`src/rtl/bp_me_accel_wr_sink.sv`:
```
// Memory-side responder for uncached accelerator writes/reads into an els_p x 128b buffer.
// 1-cycle turnaround per beat; fwd is stalled while the response drains, rev holds until accepted.
package bp_me_accel_wr_sink_pkg;
    typedef enum logic [0:0] {e_bp_default_cfg = 1'b0} bp_params_e;

    localparam int paddr_width_p        = 40;
    localparam int bedrock_fill_width_p = 64;

    typedef enum logic [3:0] {
        e_bedrock_mem_rd    = 4'd0,
        e_bedrock_mem_wr    = 4'd1,
        e_bedrock_mem_uc_rd = 4'd2,
        e_bedrock_mem_uc_wr = 4'd3,
        e_bedrock_mem_pre   = 4'd4,
        e_bedrock_mem_amo   = 4'd5
    } bp_bedrock_mem_type_e;

    typedef enum logic [2:0] {
        e_bedrock_msg_size_1   = 3'd0,
        e_bedrock_msg_size_2   = 3'd1,
        e_bedrock_msg_size_4   = 3'd2,
        e_bedrock_msg_size_8   = 3'd3,
        e_bedrock_msg_size_16  = 3'd4,
        e_bedrock_msg_size_32  = 3'd5,
        e_bedrock_msg_size_64  = 3'd6,
        e_bedrock_msg_size_128 = 3'd7
    } bp_bedrock_msg_size_e;

    typedef struct packed {
        logic [7:0]               payload;
        logic [2:0]               size;
        logic [paddr_width_p-1:0] addr;
        logic [3:0]               subop;
        logic [3:0]               msg_type;
    } bp_bedrock_mem_header_s;

    typedef bp_bedrock_mem_header_s bp_bedrock_mem_fwd_header_s;
    typedef bp_bedrock_mem_header_s bp_bedrock_mem_rev_header_s;

    localparam int mem_fwd_header_width_lp = $bits(bp_bedrock_mem_fwd_header_s);
    localparam int mem_rev_header_width_lp = $bits(bp_bedrock_mem_rev_header_s);
endpackage

module bp_me_accel_wr_sink
    import bp_me_accel_wr_sink_pkg::*;
#(
    parameter bp_params_e bp_params_p = e_bp_default_cfg,
    parameter int         els_p       = 16,
    localparam int        fill_width_lp = (bp_params_p == e_bp_default_cfg) ? bedrock_fill_width_p
                                                                            : bedrock_fill_width_p
) (
    input  logic                       clk_i,
    input  logic                       reset_n_i,
    input  bp_bedrock_mem_fwd_header_s mem_fwd_header_i,
    input  logic [fill_width_lp-1:0]   mem_fwd_data_i,
    input  logic                       mem_fwd_v_i,
    output logic                       mem_fwd_ready_and_o,
    output bp_bedrock_mem_rev_header_s mem_rev_header_o,
    output logic [fill_width_lp-1:0]   mem_rev_data_o,
    output logic                       mem_rev_v_o,
    input  logic                       mem_rev_ready_and_i,
    output logic [15:0]                wr_count_o,
    output logic                       error_o
);
    localparam int lg_els_lp = $clog2(els_p);

    typedef enum logic [1:0] {e_ready, e_wr_data, e_resp, e_rd_data} state_e;

    state_e                     state_q, state_d;
    bp_bedrock_mem_fwd_header_s hdr_q, hdr_d;
    logic                       drop_q, drop_d;     // current message is illegal: swallow data, no write, no count
    logic                       beat_q, beat_d;
    logic                       error_q, error_d;
    logic [15:0]                wr_count_q, wr_count_d;
    logic                       rdy_en_q;

    logic [2*fill_width_lp-1:0] buf_q [els_p];
    logic                       wr_en, wr_hi;
    logic [lg_els_lp-1:0]       wr_idx;

    logic fwd_rdy, fwd_hs, rev_hs;
    logic is_wr_in, is_rd_in, sz8_in, sz16_in, legal_in, two_in;
    logic rd_hi;
    logic [2*fill_width_lp-1:0] rd_word;

    assign is_wr_in = mem_fwd_header_i.msg_type == e_bedrock_mem_uc_wr;
    assign is_rd_in = mem_fwd_header_i.msg_type == e_bedrock_mem_uc_rd;
    assign sz8_in   = mem_fwd_header_i.size == e_bedrock_msg_size_8;
    assign sz16_in  = mem_fwd_header_i.size == e_bedrock_msg_size_16;
    assign two_in   = mem_fwd_header_i.size >= e_bedrock_msg_size_16;
    assign legal_in = (is_wr_in | is_rd_in) & (sz8_in | (sz16_in & ~mem_fwd_header_i.addr[3]));

    // Handshake qualifiers come from registered state only, so no ready/valid loops form.
    assign fwd_rdy     = rdy_en_q & ((state_q == e_ready) | (state_q == e_wr_data));
    assign mem_rev_v_o = (state_q == e_resp) | (state_q == e_rd_data);
    assign fwd_hs      = mem_fwd_v_i & fwd_rdy;
    assign rev_hs      = mem_rev_v_o & mem_rev_ready_and_i;

    always_comb begin
        state_d    = state_q;
        hdr_d      = hdr_q;
        drop_d     = drop_q;
        beat_d     = beat_q;
        error_d    = error_q;
        wr_count_d = wr_count_q;
        wr_en      = 1'b0;
        wr_hi      = 1'b0;
        wr_idx     = hdr_q.addr[4 +: lg_els_lp];
        case (state_q)
            e_ready: if (fwd_hs) begin
                hdr_d  = mem_fwd_header_i;
                drop_d = ~legal_in;
                beat_d = 1'b0;
                wr_idx = mem_fwd_header_i.addr[4 +: lg_els_lp];
                if (!legal_in) begin
                    error_d = 1'b1;
                    state_d = two_in ? e_wr_data : e_resp;
                end else if (is_rd_in) begin
                    state_d = e_rd_data;
                end else begin
                    wr_en   = 1'b1;
                    wr_hi   = sz8_in & mem_fwd_header_i.addr[3];
                    state_d = sz16_in ? e_wr_data : e_resp;
                end
            end
            e_wr_data: if (fwd_hs) begin
                wr_en   = ~drop_q;
                wr_hi   = 1'b1;
                state_d = e_resp;
            end
            e_resp: if (rev_hs) begin
                if (!drop_q) wr_count_d = wr_count_q + 16'd1;
                state_d = e_ready;
            end
            e_rd_data: if (rev_hs) begin
                if ((hdr_q.size == e_bedrock_msg_size_16) && !beat_q) beat_d = 1'b1;
                else state_d = e_ready;
            end
            default: state_d = e_ready;
        endcase
    end

    always_ff @(posedge clk_i or negedge reset_n_i) begin
        if (!reset_n_i) begin
            state_q    <= e_ready;
            hdr_q      <= '0;
            drop_q     <= 1'b0;
            beat_q     <= 1'b0;
            error_q    <= 1'b0;
            wr_count_q <= '0;
            rdy_en_q   <= 1'b0;
        end else begin
            state_q    <= state_d;
            hdr_q      <= hdr_d;
            drop_q     <= drop_d;
            beat_q     <= beat_d;
            error_q    <= error_d;
            wr_count_q <= wr_count_d;
            rdy_en_q   <= 1'b1;
        end
    end

    always_ff @(posedge clk_i) begin
        if (wr_en) begin
            if (wr_hi) buf_q[wr_idx][2*fill_width_lp-1:fill_width_lp] <= mem_fwd_data_i;
            else       buf_q[wr_idx][fill_width_lp-1:0]               <= mem_fwd_data_i;
        end
    end

    assign rd_hi   = (hdr_q.size == e_bedrock_msg_size_16) ? beat_q : hdr_q.addr[3];
    assign rd_word = buf_q[hdr_q.addr[4 +: lg_els_lp]];

    assign mem_fwd_ready_and_o = fwd_rdy;
    assign mem_rev_header_o    = hdr_q;
    assign mem_rev_data_o      = (state_q != e_rd_data) ? '0
                               : rd_hi ? rd_word[2*fill_width_lp-1:fill_width_lp]
                                       : rd_word[fill_width_lp-1:0];
    assign wr_count_o          = wr_count_q;
    assign error_o             = error_q;
endmodule

```
`config.mk`:
```
export PLATFORM = sky130hd
export DESIGN_NAME = bp_me_accel_wr_sink
export DESIGN_NICKNAME = d
export VERILOG_FILES = /design/src/rtl/bp_me_accel_wr_sink.sv
export SDC_FILE = /design/constraint.sdc
export NUM_CORES = 2
export LEC_CHECK = 0
export ABC_AREA = 1
export BUFFER_PORTS_ARGS = -buffer_cell sky130_fd_sc_hd__buf_4
export CORE_MARGIN = 2
export CORE_UTILIZATION = 65
export CTS_CLUSTER_SIZE = 12
export DETAILED_ROUTE_END_ITERATION = 12
export PLACE_DENSITY = 0.84
export RECOVER_POWER = 25
export REMOVE_ABC_BUFFERS = 1
export SKIP_LAST_GASP = 1
export SYNTH_ARGS = -nofsm -noshare
export SYNTH_HDL_FRONTEND = slang
export SYNTH_SLANG_ARGS = --single-unit
export TNS_END_PERCENT = 30
```
`constraint.sdc`:
```
create_clock -name clk_i -period 9.3 [get_ports clk_i]
set_input_delay 0.465 -clock clk_i [delete_from_list [all_inputs] [get_ports clk_i]]
set_output_delay 0.465 -clock clk_i [all_outputs]
set_load 0.02 [all_outputs]
```
After elaboration in Yosys (flattened, before gate mapping)
Memory sizes are Yosys's and may differ from the RTL's.
Index checks and enable logic that the tools add are counted.

word-level totals
  memory bits (writable) = 2048
  flip-flop bits (word level) = 81
  bits in read-only memories = 0
  memories kept = 1
  latch bits = 0

cells by class
  $mul = 0
  bitwise operators = 13
  divide/modulo/power cells = 0
  shifts and indexed selects = 0
  $lt $le $gt $ge = 1
  $add $sub $neg = 1
  multiplexer cells = 35
  equal/unequal tests = 15
  reductions and logical operators = 9

memories
  name   words  width  read ports  clocked after Yosys merged registers in  wr ports  line  RTL
  buf_q  16     128    1           0                                        1         77    logic [2*fill_width_lp-1:0] buf_q [els_p];

operator list
  cell                   number
  $mux 64                2
  $mux 1                 18
  $mux 2                 9
  $add 16x1->16 const B  1
  $ne 2x2->1 const B     6
  $eq 4x2->1 const B     2
  $mux 4                 2
  $pmux 2 s4             1
  $and 1x1->1            6
  $eq 3x3->1 const B     2
  $pmux 1 s2             3
  $reduce_and 3->1       2
  $reduce_and 5->1       1
  $eq 2x2->1 const B     2
  $or 1x1->1             4
  $reduce_and 4->1       1
  $eq 3x2->1 const B     1
  $ge 3x3->1 const B     1
  $not 1->1              3
  $eq 2x1->1 const B     1
  $logic_not 2->1        1
  $ne 2x1->1 const B     1
  $reduce_and 2->1       1
  $reduce_bool 2->1      1
  other kinds (2)        2

Logic depth before layout (Yosys ltp)
  depth in word-level cells = 10
  mapped depth = 13

Worst setup path before layout
Ideal clock, no wire load.

  path kind = register to register
  start = register state_q[1]
  end = memory buf_q[10][100] (netlist bit) (enable)
  cell stages (with the launch flop) = 10
  library setup time = 0.487 ns
  data required time = 8.813 ns
  data arrival time = 4.184 ns
  path slack = 4.629 ns
  cells stage by stage = dfrtp_1 nor2_4 nand2_4 nor2_8 buf_12 nand4_4 nand2_4 nand2_2 buf_6 nor2_1

on the way
  cells in the longest elaborated chain, start to end = 9
  elaborated cells between the ends (all ways) = 16
  those cells by class = 1 x eq/ne; 11 x mux; 3 x bitwise; 1 x reduce/logical

RTL lines
  what                                           line      RTL
  start, declared                                69        state_e state_q, state_d;
  start signal, assigned                         145       state_q <= e_ready;
  start signal, assigned                         153       state_q <= state_d;
  $eq 2x1->1 or $logic_not 2->1 (tied branches)  94        assign fwd_rdy = rdy_en_q & ((state_q == e_ready) | (state_q == e_wr_data));
  $or 1x1->1 *                                   94
  $and 1x1->1 *                                  94
  net mem_fwd_ready_and_o                        57        output logic mem_fwd_ready_and_o,
  $and 1x1->1 *                                  96        assign fwd_hs = mem_fwd_v_i & fwd_rdy;
  $mux 1 (on tied branches)                      126, 110
  $pmux 1 s2                                     109       case (state_q)
  $mux 1                                         165       if (wr_hi) buf_q[wr_idx][2*fill_width_lp-1:fill_width_lp] <= mem_fwd_data_i;
  $mux 1                                         164       if (wr_en) begin
  $mux 1 (implied by the code)                   165
  end, declared                                  77

Mark *: on every way through the listed nets, which the timed path passes. The rest lies on a longest branch.

Worst setup path in the final report
  start = register hdr_q (netlist bit mem_rev_header_o[12])
  end = output mem_rev_data_o[59]

on the way
  cells in the longest elaborated chain, start to end = 3

RTL lines
  what                    line  RTL
  start, declared         70    bp_bedrock_mem_fwd_header_s hdr_q, hdr_d;
  start signal, assigned  154   hdr_q <= hdr_d;
  $mem_v2 16x128          -
  $mux 64                 176   : rd_hi ? rd_word[2*fill_width_lp-1:fill_width_lp]
  $mux 64                 175   assign mem_rev_data_o = (state_q != e_rd_data) ? '0
  end, declared           59    output logic [fill_width_lp-1:0] mem_rev_data_o,

Every way passes these cells.

==> run summary <==
Lkg Pwr - 35.30 nW
Worst R2R Path Depth - 10
Critical path buffers and inverters - 4
Cell taking the most area after synthesis - edfxtp_1
Status - finished, final reports clean
DRT antenna net count - 0
Hold Vio Cnt, Final - 0
Prevailing post-synth register cell - edfxtp_1
Num rows - 133
Crit Path Category - register to output pin
Relative slew slack - 3.487%
Initial antenna violation count - 9
Post-DR wirelength/cell - 24.94 um
# clock sinks - 2129
Worst path depth - 12
Skew final - 0.04233 ns
Placer Congestion - 0.8090
Vias in the first global route - 59900
CP Launch Type - register
Grt total ovfl - 0
Setup WS pre-CTS - 4.292 ns
H-tree levels - 4
Layout cell share with drive strength beyond 1 - 8.281%
Commonest cells post-synth - nand2_1 (2891), edfxtp_1 (2048), nand3_1 (1607)
Die area - 0.1355 mm^2
Port bufs - 268
EDFF count, synth - 2048
Root buf cell - clkbuf_16
Unique masters post-synth - 36
Biggest cell delay along the critical path - 1.03 ns
Worst-Margin Slew - 1.448 ns
Ranking of synthesized cells by area - edfxtp_1 (71%), nand2_1 (13%), nand3_1 (9.3%), dfrtp_1 (2.4%), buf_2 (1.7%)
Max FO, Critical Path - 229
Core ar. - 0.1315 mm^2
Vias/cell - 6.394
Number of gates resized after CTS - 0
Setup TNS - 0 ns
Min-delay worst type - input port to register
YS warnings - 0
RSZ-0062 raised after global routing - false
Max clock buf depth - 3
Fin crit share - 65.21%
Global Route Usage Sum - 34.54%
Mapped Area - 0.08616 mm^2
Slew Limit Fails - 0
Total CTS buffers - 206
Async SR Flop Fraction - 3.805%
I/O Pins - 269
Initial core utilization - 65.54%
Chip Height - 368.1 um
Synth top area share - 71.38%
Final min period - 6.065 ns
Count leader, synth - nand2_1
CP Cell Sequence - inv_16 > buf_12 > buf_4 > nand2_1 > nand3_1 > nand3_1 > nand3_1 > nand2_1 > nand2_1 > nand2_1 > nor2_1 > buf_4
Crit path max-delay family - buffers and inverters
Final setup viols - 0
Drt pass-1 iters - 7
Final worst slack - 3.235 ns
First-pass GRT wire length - 352300 um
Slowest CP cell - buf_4
Drt total wl - 234800 um
Yosys reg bits - 2129
Final #Nets - 7689
Power per cell area - 289.1 mW/mm^2
Die Wd - 368.1 um
Fillcell total - 7925
Post-synthesis area per instance - 11.69 um^2
Peak supply drop - 342.3 uV
Register area share after synthesis - 73.73%
Hold Buf Count CTS - 90
Setup crit end kind - output pin
DRC - 0
1st-iter DRT viols - 9661
F_max - 164.9 MHz
Largest net degree at the start of global routing - 233
Worst endpoint data arrival time - 5.60 ns
Hold path depth - 5
Most used cell along the critical path - nand2_1
Placed wire-length estimate - 109900 um
Hold slack - 0.06776 ns
Clk Latency, worst-skew pair - 0.87 ns
Required time of the critical path - 8.84 ns
Max-Cap Viols - 0
Synth Instances - 7371
Area Growth Syn to Fin - 11.14%
CTS tree - built
Routed via count - 60200
Clock-pin slew on the worst setup and hold paths - 0.06 ns
Post-CTS setup buffers - 0
==> layout by cell type (no fill, tap or decap), drive strengths merged, types with 10 or more instances in the layout <==
cell type / instances
dlygate4sd3: 90
clkinv: 41
dfrtp: 81
nand2: 2900
o21ai: 19
edfxtp: 2048
xor2: 10
nand3: 1609
clkbuf: 289
inv: 33
nor2: 192
buf: 318
==> metrics by stage <==
step                power, mW  util [%]  std cells  instance area (um^2)
floorplan               17.39         -       6910                 83900
global placement        19.54     67.77       9018                 89090
detailed placement      19.84     67.77       9018                 89090
CTS                     27.44     72.93       9411                 95880
global route            28.81     72.84       9414                 95750
finish                  27.69     72.84       9415                 95750
==> layout make-up <==
type / count / area, um^2 / area share (%)
multi-input cells: 4752 / 20480 / 21.39
clock inverters: 49 / 420.4 / 0.4390
diodes: 4 / 10.01 / 0.01045
flip-flops and latches: 2129 / 63540 / 66.36
well taps: 1755 / 2196 / 2.293
clock buffers: 254 / 5461 / 5.704
inverters: 29 / 152.6 / 0.1594
repair buffers: 443 / 3495 / 3.650
==> worst min-delay path: stages <==
cell,delay [ns]
buf_4,0.10
nand2_4,0.08
inv_2,0.09
nand2_1,0.07
nand2_1,0.05
==> flip-flops by register name (all words and copies together) (netlist names) <==
register and cells:
mem_rev_header_o 59, drop_q 1, error_o 1, beat_q 1
buf_q 2048, state_q 2, wr_count_o 16, rdy_en_q 1
==> power breakdown <==
group          internal [mW]  leakage (nW)  switching (mW)
sequential              10.7          19.4           0.320
combinational           2.57          13.0            6.50
clock                   4.20          2.86            3.42
total                   17.4          35.3            10.2
==> cell families after synthesis <==
| logic type | synth area share, % |
|---|---|
| flops | 73.73 |
| buf+inv | 2.756 |
| other cells | 0.004353 |
| compound gates | 0.1786 |
| mux | 0.01307 |
| fa+ha+maj | 0.01452 |
| xor+xnor | 0.1423 |
| simple gates | 23.16 |
==> worst paths after layout <==
check	to	from	slack [ns]
worst max-delay path	mem_rev_data_o[59]	mem_rev_header_o[12]	3.24
worst min-delay path	state_q[1]	mem_fwd_v_i	0.07
worst max register to register	buf_q[11][108]	state_q[1]	4.29
worst min register to register	error_o	error_o	0.46
max in group asynchronous	mem_rev_header_o[13]	reset_n_i	8.14
min in group asynchronous	mem_rev_header_o[12]	reset_n_i	0.38
==> metal layers <==
layer	track usage (%)	vias up	wire [um]
met5	0	-	85
met4	18.60	12	13520
met3	7.649	1011	32550
met2	55.04	4744	110400
met1	44.76	28530	78210
li1	-	25910	-
Note: power is estimated with default switching activity, not from simulation.
